<file path="src/rtl/key_event_arbiter.sv">
// key_event_arbiter
//
// Turns one-cycle key-press pulses into an ordered stream of key codes. Each
// press marks its key pending. A round-robin arbiter moves one pending key per
// cycle into a small FIFO, and the consumer drains the FIFO through a
// valid/ready handshake. A press that arrives while its key is still pending,
// and that is not being granted in the same cycle, is counted as dropped.
//
// Ports:
//   clk        system clock, rising edge
//   rst        asynchronous active-high reset
//   key_press  one-cycle press pulses, one bit per key
//   evt_valid  FIFO head holds a valid key code
//   evt_code   key index at the FIFO head (registered)
//   evt_ready  consumer accepts the head this cycle
//   level      FIFO occupancy, 0..DEPTH
//   ovf        sticky flag, at least one press was dropped
//   drop_cnt   dropped press count, saturates at 255
//   ovf_clr    synchronous clear of ovf and drop_cnt
module key_event_arbiter #(
    parameter int unsigned NKEYS  = 4,
    parameter int unsigned CODE_W = 2,
    parameter int unsigned DEPTH  = 4,
    parameter int unsigned PTR_W  = 2
) (
    input  logic              clk,
    input  logic              rst,
    input  logic [NKEYS-1:0]  key_press,
    output logic              evt_valid,
    output logic [CODE_W-1:0] evt_code,
    input  logic              evt_ready,
    output logic [PTR_W:0]    level,
    output logic              ovf,
    output logic [7:0]        drop_cnt,
    input  logic              ovf_clr
);

    localparam logic [PTR_W:0]    LevelFull = (PTR_W + 1)'(DEPTH);
    localparam logic [CODE_W-1:0] LastInit  = CODE_W'(NKEYS - 1);

    logic [NKEYS-1:0]  pend_q, pend_d;
    logic [CODE_W-1:0] last_q, last_d;
    logic [PTR_W-1:0]  wr_ptr_q, wr_ptr_d;
    logic [PTR_W-1:0]  rd_ptr_q, rd_ptr_d;
    logic [PTR_W:0]    level_q, level_d;
    logic              valid_q, valid_d;
    logic [CODE_W-1:0] head_q, head_d;
    logic              ovf_q, ovf_d;
    logic [7:0]        drop_cnt_q, drop_cnt_d;
    logic [CODE_W-1:0] mem_q [DEPTH];

    logic              grant_valid;
    logic [CODE_W-1:0] grant_idx;
    logic [CODE_W-1:0] idx;
    logic [NKEYS-1:0]  grant_vec;
    logic [NKEYS-1:0]  drop_vec;
    logic [4:0]        drop_n;
    logic [7:0]        drop_base;
    logic [8:0]        drop_sum;
    logic              push, pop;

    // Round-robin search starting just after the last granted key, ending on
    // the last granted key itself. The full check uses the registered level
    // only, so a pop this cycle never makes room for a push this cycle.
    always_comb begin
        grant_valid = 1'b0;
        grant_idx   = '0;
        idx         = '0;
        if (level_q != LevelFull) begin
            for (int unsigned off = 1; off <= NKEYS; off++) begin
                idx = CODE_W'((32'(last_q) + off) % NKEYS);
                if (!grant_valid && pend_q[idx]) begin
                    grant_valid = 1'b1;
                    grant_idx   = idx;
                end
            end
        end
    end

    always_comb begin
        grant_vec = '0;
        if (grant_valid) begin
            grant_vec[grant_idx] = 1'b1;
        end
    end

    // A press on the key being granted is a new event, so set beats clear.
    assign pend_d   = (pend_q & ~grant_vec) | key_press;
    assign drop_vec = key_press & pend_q & ~grant_vec;
    assign last_d   = grant_valid ? grant_idx : last_q;

    always_comb begin
        drop_n = '0;
        for (int i = 0; i < int'(NKEYS); i++) begin
            drop_n = drop_n + 5'(drop_vec[i]);
        end
    end

    // Drops in the clearing cycle survive the clear.
    assign drop_base  = ovf_clr ? 8'd0 : drop_cnt_q;
    assign drop_sum   = {1'b0, drop_base} + 9'(drop_n);
    assign drop_cnt_d = (drop_sum > 9'd255) ? 8'hff : drop_sum[7:0];
    assign ovf_d      = (ovf_clr ? 1'b0 : ovf_q) | (drop_n != 5'd0);

    assign push = grant_valid;
    assign pop  = valid_q && evt_ready;

    always_comb begin
        level_d  = level_q;
        wr_ptr_d = wr_ptr_q;
        rd_ptr_d = rd_ptr_q;
        if (push && !pop) begin
            level_d = level_q + 1'b1;
        end else if (!push && pop) begin
            level_d = level_q - 1'b1;
        end
        if (push) begin
            wr_ptr_d = wr_ptr_q + 1'b1;
        end
        if (pop) begin
            rd_ptr_d = rd_ptr_q + 1'b1;
        end
    end

    // The head is held in its own register so evt_code is glitch-free. When
    // the slot being written this cycle becomes the new head, take the write
    // data directly since mem_q has not been updated yet.
    always_comb begin
        valid_d = (level_d != '0);
        if (push && (wr_ptr_q == rd_ptr_d)) begin
            head_d = grant_idx;
        end else begin
            head_d = mem_q[rd_ptr_d];
        end
    end

    always_ff @(posedge clk or posedge rst) begin
        if (rst) begin
            pend_q     <= '0;
            last_q     <= LastInit;
            wr_ptr_q   <= '0;
            rd_ptr_q   <= '0;
            level_q    <= '0;
            valid_q    <= 1'b0;
            head_q     <= '0;
            ovf_q      <= 1'b0;
            drop_cnt_q <= '0;
            for (int i = 0; i < int'(DEPTH); i++) begin
                mem_q[i] <= '0;
            end
        end else begin
            pend_q     <= pend_d;
            last_q     <= last_d;
            wr_ptr_q   <= wr_ptr_d;
            rd_ptr_q   <= rd_ptr_d;
            level_q    <= level_d;
            valid_q    <= valid_d;
            head_q     <= head_d;
            ovf_q      <= ovf_d;
            drop_cnt_q <= drop_cnt_d;
            if (push) begin
                mem_q[wr_ptr_q] <= grant_idx;
            end
        end
    end

    assign evt_valid = valid_q;
    assign evt_code  = head_q;
    assign level     = level_q;
    assign ovf       = ovf_q;
    assign drop_cnt  = drop_cnt_q;

endmodule

</file>
<file path="config.mk">
export PLATFORM = sky130hd
export DESIGN_NAME = key_event_arbiter
export DESIGN_NICKNAME = d
export VERILOG_FILES = /design/src/rtl/key_event_arbiter.sv
export SDC_FILE = /design/constraint.sdc
export NUM_CORES = 1
export LEC_CHECK = 0
export BUFFER_PORTS_ARGS = -buffer_cell sky130_fd_sc_hd__buf_2
export CORE_UTILIZATION = 58
export DETAILED_ROUTE_END_ITERATION = 8
export PLACE_DENSITY = 0.78
export SLEW_MARGIN = 40
export SYNTH_ARGS = -nofsm -noshare
export SYNTH_HDL_FRONTEND = slang
export SYNTH_SLANG_ARGS = --single-unit
</file>
<file path="constraint.sdc">
create_clock -name clk -period 4.35 [get_ports clk]
set_input_delay 0.6525 -clock clk [delete_from_list [all_inputs] [get_ports clk]]
set_output_delay 0.6525 -clock clk [all_outputs]
set_load 0.01 [all_outputs]
</file>
Word level (Yosys, flattened, before mapping)

Index checks and enable logic that the tools add are counted.

Memory bits (writable): 0
Memories kept: 0
Output and inout bits: 15
Memory bits (read-only): 0
Latch bits: 0
Register bits after elaboration: 33

Shift-type cells: 0
Multiply operators: 0
Equal/unequal tests: 2
$add $sub $neg: 12
Reduce and logical (&&, ||, !) cells: 16
Muxes and demuxes: 37
Div/mod/pow operators: 0
Bitwise logic cells: 8
Magnitude comparators: 10

Operators with widths:

| cell                  | count |
|---|---|
| $mux W2               | 10 |
| $mux W8               | 2 |
| $lt A2 B3 Y1 const B  | 5 |
| $mux W1               | 14 |
| $and A4 B4 Y4         | 3 |
| $add A8 B4 Y9         | 1 |
| $gt A9 B8 Y1 const B  | 1 |
| $logic_and A1 B1 Y1   | 9 |
| $add A2 B1 Y2 const B | 4 |
| $bmux W1 S2           | 4 |
| $bwmux W8             | 1 |
| $ge A3 B3 Y1 const B  | 2 |
| $mux W3               | 2 |
| $not A2 Y3            | 2 |
| $logic_not A1 Y1      | 5 |
| $reduce_bool A5 Y1    | 1 |
| $add A2 B2 Y2 const B | 2 |
| $add A3 B1 Y4         | 1 |
| $bmux W2 S2           | 1 |
| $demux W2 S2          | 1 |
| $mux W4               | 1 |
| $not A4 Y4            | 1 |
| $or A4 B4 Y4          | 1 |
| $add A2 B1 Y3         | 1 |
| other kinds (10)      | 10 |

Longest topological paths before layout

Depth after elaboration: 30
Mapped depth: 14
Depth with buffers taken out: 13

Least setup slack after synthesis

OpenSTA, ideal clock, no wires.

Path kind: reg2reg
Start point: reg pend_q[1]
End point: reg drop_cnt_q[4] (netlist: drop_cnt[4])
Slack: 0.462 ns
Buffers on the path: 1
Period minus slack after synthesis: 3.888 ns
Data required time: 4.215 ns
Arrival: 3.753 ns
Library setup time: 0.135 ns
Stages on the path, launching flop included: 14
Path through: dfrtp_1 -> buf_6 -> or3b_4 -> a2111oi_4 -> a311oi_2 -> o311a_1 -> fa_1 -> ha_1 -> ha_1 -> fa_1 -> a21oi_1 -> nor3b_1 -> nand4b_1 -> o21ai_0

Longest elaborated chain between the ends: 29

Ends and longest elaborated chain:

| element                       | line | text |
|---|---|---|
| start, declared               | 41   | `logic [NKEYS-1:0] pend_q, pend_d;` |
| start signal, assigned        | 152  | `pend_q <= pend_d;` |
| $bmux W1 S2                   | 72   | `if (!grant_valid && pend_q[idx]) begin` |
| $mux W1 (not written as such) | 72   |  |
| $mux W1                       | 72   |  |
| $mux W1                       | 69   | `if (level_q != LevelFull) begin` |
| $logic_not A1 Y1              | 72   |  |
| $logic_and A1 B1 Y1           | 72   |  |
| $mux W1                       | 72   |  |
| $mux W1                       | 69   |  |
| (+14 left out)                | --   |  |
| $and A4 B4 Y4 *               | 89   | `assign drop_vec = key_press & pend_q & ~grant_vec;` |
| $add A1 B1 Y2                 | 95   | `drop_n = drop_n + 5'(drop_vec[i]);` |
| $add A2 B1 Y3                 | 95   |  |
| $add A3 B1 Y4 *               | 95   |  |
| $add A8 B4 Y9 *               | 101  | `assign drop_sum = {1'b0, drop_base} + 9'(drop_n);` |
| $gt A9 B8 Y1                  | 102  | `assign drop_cnt_d = (drop_sum > 9'd255) ? 8'hff : drop_sum[7:0];` |
| $mux W8 *                     | 102  |  |
| net drop_cnt_d[4]             | 49   | `logic [7:0] drop_cnt_q, drop_cnt_d;` |
| end signal, assigned          | 160  | `drop_cnt_q <= drop_cnt_d;` |
| end, declared                 | 49   |  |

Mark *: on every way through the listed nets, which the timed path passes. The rest lies on a longest branch. The select of a mux whose other input is x is not followed.
A chain may end at the register's enable or synchronous reset.

Worst setup path in the final report

Same ends and word-level chain as after synthesis.

==> flow_summary_export.csv <==
group,metric,value,unit
route,drt_drc_violations_left,0,
logic_synthesis,postSynth.topFlopCell,"sky130_fd_sc_hd__dfrtp_1",
global_route,grt_start_max_net_pins,34,
route,drt_first_iter_violations,102,
logic_synthesis,yosys_warns,0,
min_path,hp-class,"input pin to asynchronous set/reset pin",
cts,ctsResizeCount,0,
logic_synthesis,yosys-top-cells-area,"sky130_fd_sc_hd__dfrtp_1 39%, sky130_fd_sc_hd__ha_1 7.6%, sky130_fd_sc_hd__mux2_2 5.7%",
logic_synthesis,synthesis.nets,207,
critical_path,critPathSlowestCell,"sky130_fd_sc_hd__fa_1",
timing,min_period_over_period,93.9,%
critical_path,setup.worst_path.end_class,"register",
cts,cts_setup_buffers,0,
timing,final.setup_skew,0.0101,ns
floorplanning,dieArea,3670,um^2
timing,final-hold-violation-count,0,
cts,htree_num_levels,2,
global_route,first_global_vias,1433,
critical_path,critical-path-top-delay-family,"adder cells",
timing,achievable-frequency,0.245,GHz
cts,cts_max_path_buffers,2,
route,routed_wl,3800,um
logic_synthesis,synth-seq-cells,33,
power,worst_ir_drop_vdd,0.357,mV
timing,tightest_slew,0.506,ns
critical_path,crit_path_max_fanout,10,
cts,cts_num_sinks,33,
power,design_power_total,1.76,mW
critical_path,critical_path.max_stage_delay,0.49,ns
cts,cell_chosen_for_the_clock_root,"sky130_fd_sc_hd__clkbuf_4",
logic_synthesis,synth_enable_flop_cells,0,
timing,rsz_0062_raised_after_global_routing,"false",
global_route,grt_pass1_wl,6510,um
placed_design,place_congestion,0.784,
route,vias_per_cell,5.73,
cts,clkTransAtPathRegs,0.11,ns
logic_synthesis,post-synth-top-area-fraction,39.0,%
route,vias,1467,
power,total_leakage_power,1.03,nW
floorplanning,core_area,3150,um^2
status,run_status,"finished, final reports clean",
critical_path,path_cells,"or3b_4 -> a2111oi_4 -> a311oi_2 -> o311a_1 -> fa_1 -> ha_1 -> ha_1 -> fa_1 -> a21oi_2 -> nor3b_1 -> nand4b_1 -> o21ai_0",
run,number_of_max_capacitance_violations_reported,0,
critical_path,path_class,"register to register",
timing,worst_slew_margin_rel,66.2,%
logic_synthesis,synthCells,185,
final_layout,area_growth,10.8,%
route,dr.pass1.iters,4,
final_layout,final_cell_mix,"29 x sky130_fd_sc_hd__dfrtp_1, 22 x sky130_fd_sc_hd__buf_2, 16 x sky130_fd_sc_hd__nand2_1",
route,route.antenna.remaining_nets,0,
final_layout,nFillCells,258,
final_layout,layout.nets,233,
timing,aggregate_negative_setup_slack,0,ns
cts,clock_insertion_delay_worst_skew,0.35,ns
critical_path,required_time_reported_for_the_critical_path_endpoint,4.58,ns
critical_path,crit_path_start_kind,"register",
timing,setup_viol,0,
final_layout,num_antenna_cells,0,
logic_synthesis,yosysSeqAreaShare,41.7,%
logic_synthesis,synthArstFlopShare,100,%
floorplanning,start_util,63.1,%
floorplanning,chipHeight,60.5,um
global_route,grt_usage,24.7,%
cts,number_of_buffers_inserted_for_hold_repair_after_clock_tree_synthesis,0,
placed_design,port_buffers,22,
floorplanning,core.rowCount,20,
logic_synthesis,ys_types,52,
final_layout,fraction_of_final_layout_cells_with_drive_strength_greater_than_1,27.4,%
global_route,antenna_found_initial,0,
cts,cts_buffers,5,
placed_design,dp_hpwl,2830,um
logic_synthesis,netlist_area_pre_place,1990,um^2
floorplanning,ios,23,
cts,tritoncts,"yes",
route,drt-wirelength-per-cell,14.8,um
global_route,grt_overflow,0,
critical_path,worstPathBufferInverterCount,0,
timing,final.min_clock_period,4.09,ns
logic_synthesis,synth_area_leader_cell,"sky130_fd_sc_hd__dfrtp_1",
critical_path,cp_data_arrival_time,4.32,ns
logic_synthesis,mean_cell_area_of_the_mapped_netlist,10.7,um^2
final_layout,layout_commonest_cell,"sky130_fd_sc_hd__dfrtp_1",
floorplanning,fp.dieW,60.5,um
timing,number_of_pins_exceeding_their_max_slew_limit_in_the_final_report,0,
power,power.density,801,nW/um^2
[metrics by stage]
step | hold WS [ns] | instance area [um^2] | setup slack, ns | cells | util [%]
floorplan | 0.469 | 1990 | 0.462 | 185 | -
global placement | 0.484 | 2140 | 0.325 | 248 | 67.8
detailed placement | 0.496 | 2140 | 0.143 | 248 | 67.8
CTS | 0.387 | 2200 | 0.155 | 256 | 69.6
global route | 0.413 | 2200 | 0.0276 | 256 | 69.8
finish | 0.380 | 2200 | 0.263 | 256 | 69.8
[report_power, final]
group	internal (mW)	total (mW)	switching, mW	leakage (nW)
Sequential	0.457	0.583	0.126	0.388
Combinational	0.501	0.996	0.495	0.610
Clock	0.0797	0.186	0.106	0.0326
Total	1.04	1.76	0.727	1.03
[routing by layer]
| layer | track usage (%) | wire length [um] |
|---|---|---|
| met5 | 0 | 0 |
| met4 | 10.1 | 63 |
| met3 | 6.61 | 141 |
| met2 | 40.8 | 1840 |
| met1 | 30.9 | 1750 |
[cell usage after synthesis (5+ instances only)]
library cell                n
sky130_fd_sc_hd__mux2_2    10
sky130_fd_sc_hd__nor2_1     6
sky130_fd_sc_hd__nand2_1   16
sky130_fd_sc_hd__ha_1      12
sky130_fd_sc_hd__nor2b_1    8
sky130_fd_sc_hd__o21ai_0    8
sky130_fd_sc_hd__a21o_1     5
sky130_fd_sc_hd__nand2b_1   5
sky130_fd_sc_hd__xnor2_1    7
sky130_fd_sc_hd__inv_1     10
sky130_fd_sc_hd__dfrtp_1   31
sky130_fd_sc_hd__nor3_1     5
[worst min-delay path, delay by kind of cell]
family | cells | cell delay (ns)
buf+inv | 3 | 0.51
[sequential cells by signal, summed over array words and instances, names as in the netlist]
signal	count
evt_valid	1
evt_code	2
last_q	2
ovf	1
wr_ptr_q	2
pend_q	4
drop_cnt	8
mem_q	8
rd_ptr_q	2
level	3
[path summary, 6_finish.rpt]
path	endpoint	slack [ns]	start	cells past startpoint
max	drop_cnt[4]	0.26	pend_q[1]	12
min	pend_q[0]	0.38	rst	3
max reg2reg	drop_cnt[4]	0.26	pend_q[1]	12
min reg2reg	mem_q[2]	0.52	mem_q[2]	1
max in group asynchronous	last_q[1]	3.64	rst	3
min in group clk	pend_q[2]	0.51	key_press[2]	3
[logic make-up (layout without fill, tap and decap cells)]
group / count (synthesis) / in the layout / share of synthesized area, %
xor gates and xnor gates: 10 / 10 / 4.41
AOI/OAI and AO/OA: 32 / 32 / 12.7
DFF: 33 / 33 / 41.7
muxes: 14 / 14 / 8.94
adders and majority gates: 14 / 14 / 9.57
and+or+nand+nor: 65 / 65 / 18.5
buffers and inverters: 17 / 44 / 4.22
[cell type report]
cell class / instances / area [um^2] / share of cell area (%)
Multi-Input combinational cell: 135 / 1080 / 49.0
Sequential cell: 33 / 831 / 37.7
Timing Repair Buffer: 26 / 140 / 6.36
Clock buffer: 8 / 58.8 / 2.67
Tap cell: 44 / 55.1 / 2.50
Inverter: 10 / 37.5 / 1.70
(Power assumes the default switching activity.)
